### config.mk
export PLATFORM = sky130hd
export DESIGN_NAME = logic_op_serializer
export DESIGN_NICKNAME = d
export VERILOG_FILES = /design/src/rtl/logic_op_serializer.sv
export SDC_FILE = /design/constraint.sdc
export NUM_CORES = 1
export LEC_CHECK = 0
export ABC_CLOCK_PERIOD_IN_PS = 2100
export BUFFER_PORTS_ARGS = -buffer_cell sky130_fd_sc_hd__clkbuf_2
export CORE_MARGIN = 2
export CORE_UTILIZATION = 55
export CTS_CLUSTER_DIAMETER = 80
export DETAILED_ROUTE_END_ITERATION = 7
export PLACE_DENSITY = 0.86
export SYNTH_ARGS = -nofsm -noshare
export SYNTH_HDL_FRONTEND = slang
export SYNTH_SLANG_ARGS = --single-unit
### constraint.sdc
create_clock -name clk -period 2.1 [get_ports clk]
set_input_delay 0.105 -clock clk [delete_from_list [all_inputs] [get_ports clk]]
set_output_delay 0.105 -clock clk [all_outputs]
set_load 0.1 [all_outputs]
### src/rtl/logic_op_serializer.sv
// logic_op_serializer: streams one result beat per logic operator of a captured operand pair; define LOGIC_OP_SERIALIZER_LOGICAL_EN for codes 5-7
module logic_op_serializer #(
  parameter int WIDTH = 4
) (
  input  logic             clk,
  input  logic             rst,
  input  logic             in_valid,
  output logic             in_ready,
  input  logic [WIDTH-1:0] in_a,
  input  logic [WIDTH-1:0] in_b,
  output logic             out_valid,
  input  logic             out_ready,
  output logic [2:0]       out_op,
  output logic [WIDTH-1:0] out_data,
  output logic             out_last,
  output logic [7:0]       out_seq
);
`ifdef LOGIC_OP_SERIALIZER_LOGICAL_EN
  localparam logic [2:0] LAST_OP = 3'd7;
`else
  localparam logic [2:0] LAST_OP = 3'd4;
`endif
  typedef enum logic {IDLE, EMIT} state_t;
  state_t           state;
  logic [WIDTH-1:0] a_r, b_r;
  logic [7:0]       seq_cnt;
  logic [2:0]       next_op;
  function automatic logic [WIDTH-1:0] calc(input logic [2:0] op, input logic [WIDTH-1:0] a, input logic [WIDTH-1:0] b);
`ifdef LOGIC_OP_SERIALIZER_LOGICAL_EN
    calc = op == 3'd0 ? ~a :
           op == 3'd1 ? a & b :
           op == 3'd2 ? a | b :
           op == 3'd3 ? a ^ b :
           op == 3'd4 ? ~(a ^ b) :
           op == 3'd5 ? WIDTH'(!a) :
           op == 3'd6 ? WIDTH'(a && b) :
                        WIDTH'(a || b);
`else
    calc = op == 3'd0 ? ~a :
           op == 3'd1 ? a & b :
           op == 3'd2 ? a | b :
           op == 3'd3 ? a ^ b :
                        ~(a ^ b);
`endif
  endfunction
  assign in_ready = state == IDLE && !rst;
  assign next_op  = out_op + 3'd1;
  always_ff @(posedge clk) begin
    if (rst) begin
      state     <= IDLE;
      a_r       <= '0;
      b_r       <= '0;
      seq_cnt   <= '0;
      out_valid <= 1'b0;
      out_op    <= '0;
      out_data  <= '0;
      out_last  <= 1'b0;
      out_seq   <= '0;
    end else if (state == IDLE) begin
      if (in_valid) begin
        state     <= EMIT;
        a_r       <= in_a;
        b_r       <= in_b;
        seq_cnt   <= seq_cnt + 8'd1;
        out_valid <= 1'b1;
        out_op    <= 3'd0;
        out_data  <= calc(3'd0, in_a, in_b);
        out_last  <= 1'b0;
        out_seq   <= seq_cnt;
      end
    end else if (out_ready) begin
      if (out_last) begin
        state     <= IDLE;
        out_valid <= 1'b0;
        out_last  <= 1'b0;
      end else begin
        out_op   <= next_op;
        out_data <= calc(next_op, a_r, b_r);
        out_last <= next_op == LAST_OP;
      end
    end
  end
endmodule

# --- Word level (Yosys, flattened, before mapping) ---
# Cells that the tools add are included.
totals:
  reg_bits: 34
  out_inout_bits: 18
  wordCells: 57
op_classes:
  add_sub_neg: 2
  eq_ne: 7
  muxes: 24
  n_bitwise: 7
  n_reduce_logical: 8
op_table:
  columns: ["cell", "count"]
  rows:
  - ["$mux 4", 8]
  - ["$mux 1", 12]
  - ["$mux 3", 4]
  - ["$not 4->4", 3]
  - ["$add 8x1->8 const B", 1]
  - ["$eq 3x2->1 const B", 2]
  - ["$ne 2x2->1 const B", 3]
  - ["$reduce_and 3->1", 2]
  - ["$and 4x4->4", 1]
  - ["$or 4x4->4", 1]
  - ["$reduce_and 2->1", 2]
  - ["$xor 4x4->4", 1]
  - ["$add 3x1->3 const B", 1]
  - ["$eq 3x1->1 const B", 1]
  - ["$eq 3x3->1 const B", 1]
  - ["$logic_not 3->1", 1]
  - ["$reduce_bool 2->1", 1]
  - ["$logic_and 1x1->1", 1]
  - ["$logic_not 1->1", 1]
  - ["$not 1->1", 1]

# --- Logic depth before layout (Yosys ltp) ---
# Gate-level depths: netlist of run 1.
logic_depth:
  word_depth: 9
  mapped_depth: 7
  ltp_nobuf: 6

# --- Worst setup path before layout of run 1 ---
# No wires, ideal clock.
synth_timing:
  kind: "reg-to-reg"
  startpoint: "register out_op[0]"
  endpoint: "register out_data[1]"
  arrival_ps: 2347
  path_slack_ps: -350
  path_stages_with_launch: 8
  path_buffers: 1
  cell_sequence: "dfxtp_1 -> inv_1 -> ha_1 -> buf_2 -> or3_1 -> a21oi_1 -> nor3_1 -> a2111oi_2"
synth_via:
  elab_chain_len: 9
  elab_cells_between_ends: 12
synth_lines:
  columns: ["element", "line_no", "text"]
  rows:
  - ["from (decl)", "13", "output logic [2:0] out_op,"]
  - ["from (signal assigned)", "77", "out_op <= next_op;"]
  - ["$add 3x1->3 (*)", "47", "assign next_op = out_op + 3'd1;"]
  - ["$eq 3x2->1", "42", "op == 3'd3 ? a ^ b :"]
  - ["$mux 4", "42", null]
  - ["$mux 4", "41", "op == 3'd2 ? a | b :"]
  - ["$mux 4", "40", "op == 3'd1 ? a & b :"]
  - ["$mux 4 (*)", "39", "calc = op == 3'd0 ? ~a :"]
  - ["$mux 4 (*)", "72", "if (out_last) begin"]
  - ["$mux 4 (*)", "71", "end else if (out_ready) begin"]
  - ["$mux 4 (*)", "59", "end else if (state == IDLE) begin"]
  - ["to (signal assigned)", "67", "out_data <= calc(3'd0, in_a, in_b);"]
  - ["to (signal assigned)", "78", "out_data <= calc(next_op, a_r, b_r);"]
  - ["to (decl)", "14", "output logic [WIDTH-1:0] out_data,"]
# Mark *: on every way between the ends. The rest lies on a longest branch, timed or not. The select of a mux whose other input is x is not followed.
# A chain may end at the register's enable or synchronous reset.

# --- Worst setup path after layout of run 1 ---
layout_timing:
  startpoint: "register out_op[0]"
  endpoint: "register out_data[2]"
# The elaborated chain is that of the path after synthesis.

==> results.json, run 1 <==
{
  "route.detailed.vias_per_inst": 5.30,
  "min_delay_path_depth": 2,
  "via_count_of_the_first_global_routing_pass": 1419,
  "die-area_sq_um": 3640,
  "crit_buf_inv": 0,
  "critical_path.startpoint_type": "flop",
  "timing.critical_path.slowest_cell_delay_ps": 520,
  "finalSetupViolCount": 0,
  "hold_slack_ps": 12.9,
  "cts_setup_buffers": 0,
  "detailed_place_hpwl_microns": 2600,
  "wire_length_of_the_first_global_routing_pass_microns": 6090,
  "cts.sink_count": 34,
  "drtAntennaViolNets": 0,
  "final_layout_size_suffix_gt1_share_pct": 19.3,
  "ys_seq_area_share_pct": 39.0,
  "global_route.overflow_total": 0,
  "grt_antenna_before_repair": 0,
  "final_replace_weighted_congestion": 0.889,
  "syn_area_per_cell_sq_um": 7.93,
  "drt_drc_violations_left": 0,
  "power.leakage_nw": 0.870,
  "postPlaceCellArea_sq_um": 1920,
  "grt.total_usage_pct": 22.7,
  "tritoncts_clock_tree": "yes",
  "drt_first_iter_violations": 87,
  "maxSlewViolCount": 0,
  "yosysUniqueCellTypes": 33,
  "coreArea_sq_um": 3030,
  "run_status": "finished clean",
  "cts_max_level": 2,
  "port-buffer-count": 29,
  "cells_after_synthesis": 220,
  "cts.hold.buffers_added": 7,
  "drt_wl_total_microns": 3680,
  "floorplan.io_pins": 30,
  "worstPathRequired_ps": 2360,
  "post_cts_resize_count": 0,
  "vias": 1580,
  "worst_setup_path_end_kind": "flop",
  "synthesis.nets": 247,
  "post_drt_wl_per_cell_microns": 12.4,
  "clk_path_buf_depth": 2,
  "flow.area_growth_from_synthesis_pct": 19.0,
  "initial_core_util_pct": 57.6,
  "grt_start_max_net_pins": 28,
  "hold_class": "in -> reg",
  "timing.critical_path.cells": "ha_1, ha_1, nand4b_1, a31oi_1, nor4_1, nor4_1",
  "cts_buffers": 5,
  "number_of_core_rows": 20,
  "worstSetupPathDepth": 6,
  "cap_viol_max_count": 0,
  "worst_ep_arrival_time_ps": 2090,
  "slew_of_the_pin_with_the_lowest_slew_margin_ps": 543,
  "fp.dieW_microns": 60.3,
  "ys.warnings.count": 0,
  "min_period_over_period_pct": 87.0,
  "grt_setup_unrepaired": "false",
  "die_y_microns": 60.3,
  "final.setup_skew_ps": 8.34,
  "ctsRootBufferMaster": "sky130_fd_sc_hd__clkbuf_4",
  "post-route-cell-area_sq_um": 2080,
  "worst_setup_hold_path_clk_slew_ps": 100,
  "fin_tns_setup_ps": 0,
  "vdd.ir_drop.worst_mv": 0.498,
  "clock_latency_ps": 340,
  "cellPowerDensity_nw_per_um2": 704,
  "num-fill-cells": 267,
  "critical-path-slowest-cell": "sky130_fd_sc_hd__ha_1",
  "worst-path-max-fanout": 15,
  "timing_hold_violations_final": 0,
  "criticalPathCategory": "reg -> reg",
  "ys_seq_elements": 34,
  "final_period_minus_worst_setup_slack_ps": 1830,
  "syn_area_sq_um": 1740,
  "nets": 281,
  "firstDrtPassIters": 6,
  "max_slew_margin_pct": 63.9,
  "antenna-diode-count": 0,
  "max_freq_mhz": 547,
  "critical_path.top_delay_family": "adder cells",
  "rr_worst_depth": 6
}
==> power by group <==
group	switching (mW)	leakage [nW]	internal, mW	total, mW
registers	0.0222	0.278	0.669	0.692
clock network	0.221	0.0443	0.277	0.498
logic	0.189	0.547	0.0821	0.271
total	0.432	0.870	1.03	1.46
==> routing by layer <==
layer  share of wire (%)  up-vias  global-route usage [%]
met1                  45      736                    26.2
met2                  50       28                    39.6
met4                 1.3        0                    8.25
met5                   0        -                       0
met3                 4.1        6                    6.71
li1                    -      810                       -
==> state kept, by name (all words and copies together) (netlist names) <==
| signal | flops |
|---|---|
| out_seq | 8 |
| out_data | 4 |
| seq_cnt | 8 |
| out_op | 3 |
| out_last | 1 |
| b_r | 4 |
| a_r | 4 |
| out_valid | 1 |
| state | 1 |
==> synthesized netlist by cell type <==
library cell                count  area [sq um]
sky130_fd_sc_hd__buf_2          6          30.0
sky130_fd_sc_hd__o21ai_0        3          15.0
sky130_fd_sc_hd__xnor2_1        1          8.76
sky130_fd_sc_hd__o211ai_1       1          7.51
sky130_fd_sc_hd__mux2i_1        1          10.0
sky130_fd_sc_hd__inv_1         11          41.3
sky130_fd_sc_hd__nand2_1       43           161
sky130_fd_sc_hd__nor3b_1        1          7.51
sky130_fd_sc_hd__nand4b_1       3          26.3
sky130_fd_sc_hd__xor2_1         6          52.6
sky130_fd_sc_hd__nand3_1        5          25.0
sky130_fd_sc_hd__nor2b_1        1          6.26
sky130_fd_sc_hd__and4b_1        1          10.0
sky130_fd_sc_hd__nand4_1        3          18.8
sky130_fd_sc_hd__or3_1          4          25.0
sky130_fd_sc_hd__ha_1          15           188
sky130_fd_sc_hd__nand2b_1       2          12.5
sky130_fd_sc_hd__buf_6          1          11.3
sky130_fd_sc_hd__clkbuf_1       7          26.3
sky130_fd_sc_hd__nand3b_1       4          30.0
sky130_fd_sc_hd__nor2_1        19          71.3
sky130_fd_sc_hd__buf_1          1          3.75
sky130_fd_sc_hd__and3b_1        1          8.76
sky130_fd_sc_hd__nor4_1         6          37.5
sky130_fd_sc_hd__dfxtp_1       34           681
sky130_fd_sc_hd__nor3_1         1          5.00
sky130_fd_sc_hd__a22oi_1        1          7.51
sky130_fd_sc_hd__a21oi_1       30           150
sky130_fd_sc_hd__a31oi_1        3          18.8
sky130_fd_sc_hd__a21oi_2        2          17.5
sky130_fd_sc_hd__and3_1         1          6.26
sky130_fd_sc_hd__a2111oi_2      1          15.0
sky130_fd_sc_hd__a311oi_1       1          8.76
==> stage by stage <==
stage,setup WS [ps],util (%),power [mW],cells
global route,80.3,68.6,1.52,298
floorplan,21.0,-,0.907,220
CTS,261,68.6,1.47,298
finish,273,68.6,1.46,298
global placement,335,63.6,0.960,284
detailed placement,275,63.6,0.965,284
==> final timing paths <==
check | end | slack (ps) | start
hold reg to reg | out_seq[6]$_SDFFE_PP0P_ | 460 | out_seq[6]$_SDFFE_PP0P_
setup / recovery | out_data[2]$_SDFFE_PP0P_ | 270 | out_op[0]$_SDFFE_PP0P_
setup reg to reg | out_data[2]$_SDFFE_PP0P_ | 270 | out_op[0]$_SDFFE_PP0P_
hold / removal | state$_SDFF_PP0_ | 10 | out_ready
==> final cells by class <==
class                      instances  area [sq um]  area share, %
sequential                        34           684           33.0
clock inverter                     1          30.0           1.45
timing repair buffer              42           260           12.5
clock buffer                       6          51.3           2.47
inverter                          11          41.3           1.99
multi-input combinational        160           953           45.9
tap                               44          55.1           2.65
==> cell usage in the layout, fill, tap and decap left out <==
cell	instances
sky130_fd_sc_hd__and3_1	1
sky130_fd_sc_hd__dfxtp_2	3
sky130_fd_sc_hd__dlygate4sd3_1	7
sky130_fd_sc_hd__nand3_1	5
sky130_fd_sc_hd__nand3b_1	4
sky130_fd_sc_hd__inv_1	11
sky130_fd_sc_hd__nor3_1	1
sky130_fd_sc_hd__and4b_1	1
sky130_fd_sc_hd__buf_4	6
sky130_fd_sc_hd__clkbuf_4	5
sky130_fd_sc_hd__a311oi_1	1
sky130_fd_sc_hd__nor3b_1	1
sky130_fd_sc_hd__a31oi_1	3
sky130_fd_sc_hd__nand2_1	43
sky130_fd_sc_hd__nand4b_1	3
sky130_fd_sc_hd__nand2b_1	2
sky130_fd_sc_hd__nor2_1	19
sky130_fd_sc_hd__nor2b_2	1
sky130_fd_sc_hd__o211ai_1	1
sky130_fd_sc_hd__nand4_1	3
sky130_fd_sc_hd__a21oi_2	2
sky130_fd_sc_hd__xnor2_1	1
sky130_fd_sc_hd__clkbuf_2	29
sky130_fd_sc_hd__dfxtp_1	31
sky130_fd_sc_hd__mux2i_1	1
sky130_fd_sc_hd__bufinv_16	1
sky130_fd_sc_hd__ha_1	15
sky130_fd_sc_hd__a21oi_1	30
sky130_fd_sc_hd__or3_1	4
sky130_fd_sc_hd__and3b_1	1
sky130_fd_sc_hd__clkbuf_8	1
sky130_fd_sc_hd__xor2_1	6
sky130_fd_sc_hd__a2111oi_2	1
sky130_fd_sc_hd__o21ai_0	3
sky130_fd_sc_hd__nor4_1	6
sky130_fd_sc_hd__a22oi_1	1
==> cells by family (layout without fill, tap and decap cells) <==
kind of cell	Yosys count	in the layout	synth area share, %
compound gates	42	42	13.8
xor+xnor	7	7	3.52
fa+ha+maj	15	15	10.8
buf+inv	26	60	6.46
flops	34	34	39.0
mux	1	1	0.574
simple gates	95	95	25.9
Note: power is estimated with default switching activity, not from simulation.
==> inputs of run 2 (changes only) <==
Settings changed: ABC_CLOCK_PERIOD_IN_PS 2100 to 2080, GPL_TIMING_DRIVEN set to 0.
Clock period 2.1 ns to 2.08 ns, I/O delays scaled along.
==> results.json, run 2 (synthesis results as in run 1) <==
{
  "run_status": "finished clean",
  "cts_max_level": 2,
  "slew_of_the_pin_with_the_lowest_slew_margin_ps": 544,
  "worst_ep_arrival_time_ps": 2140,
  "firstDrtPassIters": 5,
  "vias": 1646,
  "reg2reg_setup_slack_ps": 190,
  "critical_path.top_delay_family": "adder cells",
  "top_library_cells_by_usage_in_the_layout_fill_and_taps_aside": "43 x sky130_fd_sc_hd__nand2_1, 31 x sky130_fd_sc_hd__dfxtp_1, 30 x sky130_fd_sc_hd__a21oi_1",
  "drtAntennaViolNets": 0,
  "power_report.internal_total_mw": 0.921,
  "tritoncts_clock_tree": "yes",
  "power.leakage_nw": 0.867,
  "critical_path.startpoint_type": "flop",
  "grt.total_usage_pct": 25.2,
  "timing.hold.worst.start": "in_a[0]",
  "detailed_place_hpwl_microns": 2860,
  "layout.cells.most_common": "sky130_fd_sc_hd__nand2_1",
  "cts_buffers": 5,
  "grt_start_max_net_pins": 11,
  "max_slew_margin_pct": 63.9,
  "critical-path-slowest-cell": "sky130_fd_sc_hd__ha_1",
  "ctsRootBufferMaster": "sky130_fd_sc_hd__clkbuf_4",
  "initial_core_util_pct": 57.6,
  "criticalPathCategory": "reg -> reg",
  "grt_antenna_before_repair": 0,
  "worst_setup_path_end_kind": "flop",
  "nets": 288,
  "die-area_sq_um": 3640,
  "top_regs": "out_seq x8, seq_cnt x8",
  "clk_path_buf_depth": 2,
  "post-route-cell-area_sq_um": 2070,
  "fp.dieW_microns": 60.3,
  "via_count_of_the_first_global_routing_pass": 1514,
  "drt_first_iter_violations": 57,
  "maxSlewViolCount": 0,
  "min_period_over_period_pct": 90.9,
  "timing.critical_path.cells": "ha_1, ha_1, nand4b_1, a31oi_1, nor4_1, nor4_1",
  "rr_worst_depth": 6,
  "postPlaceCellArea_sq_um": 1940,
  "vdd.ir_drop.worst_mv": 0.450,
  "final_replace_weighted_congestion": 0.880,
  "flow.area_growth_from_synthesis_pct": 18.7,
  "power.share.combinational_pct": 20.2,
  "worstPathRequired_ps": 2330,
  "antenna-diode-count": 0,
  "post_cts_resize_count": 0,
  "reg_to_reg_critical_path_endpoint": "out_data[0]$_SDFFE_PP0P_",
  "coreArea_sq_um": 3030,
  "cts_setup_buffers": 0,
  "grt_setup_unrepaired": "false",
  "final.setup_skew_ps": 7.95,
  "final_period_minus_worst_setup_slack_ps": 1890,
  "max_freq_mhz": 529,
  "timing_hold_violations_final": 0,
  "min_delay_path_depth": 3,
  "fin_tns_setup_ps": 0,
  "clock_latency_ps": 340,
  "floorplan.io_pins": 30,
  "cts.sink_count": 34,
  "switching_share_pct": 32.8,
  "route.detailed.vias_per_inst": 5.38,
  "seq_power_share_pct": 50.9,
  "worst_setup_hold_path_clk_slew_ps": 110,
  "drt_wl_total_microns": 4070,
  "cap_viol_max_count": 0,
  "min_delay_worst_endpoint": "a_r[0]$_SDFFE_PP0P_",
  "final_core_utilization_pct": 68.3,
  "hold_class": "in -> reg",
  "port-buffer-count": 28,
  "netSwitchingPower_mw": 0.449,
  "drt_drc_violations_left": 0,
  "crit_buf_inv": 0,
  "global_route.overflow_total": 0,
  "timing.critical_path.slowest_cell_delay_ps": 550,
  "num-fill-cells": 262,
  "die_y_microns": 60.3,
  "post_drt_wl_per_cell_microns": 13.3,
  "worst_r2r_startpoint": "out_op[0]$_SDFFE_PP0P_",
  "finalSetupViolCount": 0,
  "cellPowerDensity_nw_per_um2": 662,
  "worst-path-max-fanout": 15,
  "final_layout_size_suffix_gt1_share_pct": 18.3,
  "wire_length_of_the_first_global_routing_pass_microns": 6730,
  "power_frac_clock_pct": 28.9,
  "number_of_core_rows": 20
}
## run 2: repair_timing
item,4_1_cts,5_1_grt
setup endpoints to repair,0,3
hold buffers,6,1
endpoints found under the hold margin,6,1
## run 2: metrics by stage
step / std cells / worst slack (ps) / hold slack, ps / total power [mW]
floorplan: 220 / 1.04 / 222 / 0.916
global placement: 292 / 185 / 333 / 0.971
detailed placement: 292 / 149 / 335 / 0.976
CTS: 306 / 108 / 3.09 / 1.37
global route: 306 / 37.2 / 9.17 / 1.44
finish: 306 / 190 / 27.3 / 1.37
## run 2: final cells by class
type | instances | area, sq um | area share, %
multi-input cells | 160 | 951 | 45.9
clock buffers | 7 | 55.1 | 2.66
plain buffers | 14 | 67.6 | 3.26
well taps | 44 | 55.1 | 2.66
inverters | 11 | 41.3 | 2.00
clock inverters | 1 | 5.00 | 0.242
repair buffers | 35 | 210 | 10.2
flip-flops and latches | 34 | 684 | 33.1
## run 2: power groups by stage
| stage | sequential [mW] | clock (mW) | combinational (mW) |
|---|---|---|---|
| floorplan | 0.787 | 0 | 0.129 |
| CTS | 0.697 | 0.401 | 0.274 |
| global route | 0.701 | 0.443 | 0.299 |
| finish | 0.698 | 0.395 | 0.277 |
| global placement | 0.711 | 0 | 0.260 |
| detailed placement | 0.712 | 0 | 0.264 |
## run 2: worst max-delay path by stage
stage                                 from                  endpoint  cells after the start
floorplan           out_op[0]$_SDFFE_PP0P_  out_data[1]$_SDFFE_PP0P_                      7
global placement    out_op[0]$_SDFFE_PP0P_  out_data[2]$_SDFFE_PP0P_                      7
detailed placement  out_op[0]$_SDFFE_PP0P_  out_data[2]$_SDFFE_PP0P_                      7
CTS                 out_op[0]$_SDFFE_PP0P_  out_data[2]$_SDFFE_PP0P_                      7
global route        out_op[0]$_SDFFE_PP0P_  out_data[2]$_SDFFE_PP0P_                      6
finish              out_op[0]$_SDFFE_PP0P_  out_data[0]$_SDFFE_PP0P_                      6
## run 2: routing by layer
| metal | vias to the layer above | global-route usage [%] | wire length (microns) |
|---|---|---|---|
| li1 | 829 | - | - |
| met1 | 750 | 30.5 | 1740 |
| met2 | 58 | 42.4 | 2030 |
| met3 | 9 | 7.14 | 216 |
| met4 | 0 | 9.52 | 74 |
| met5 | - | 0 | 0 |
## run 2: tightest hold or removal path, cell delays in order
cell and delay [ps]:
sky130_fd_sc_hd__clkbuf_2 100, sky130_fd_sc_hd__nand2_1 60, sky130_fd_sc_hd__a21oi_1 60
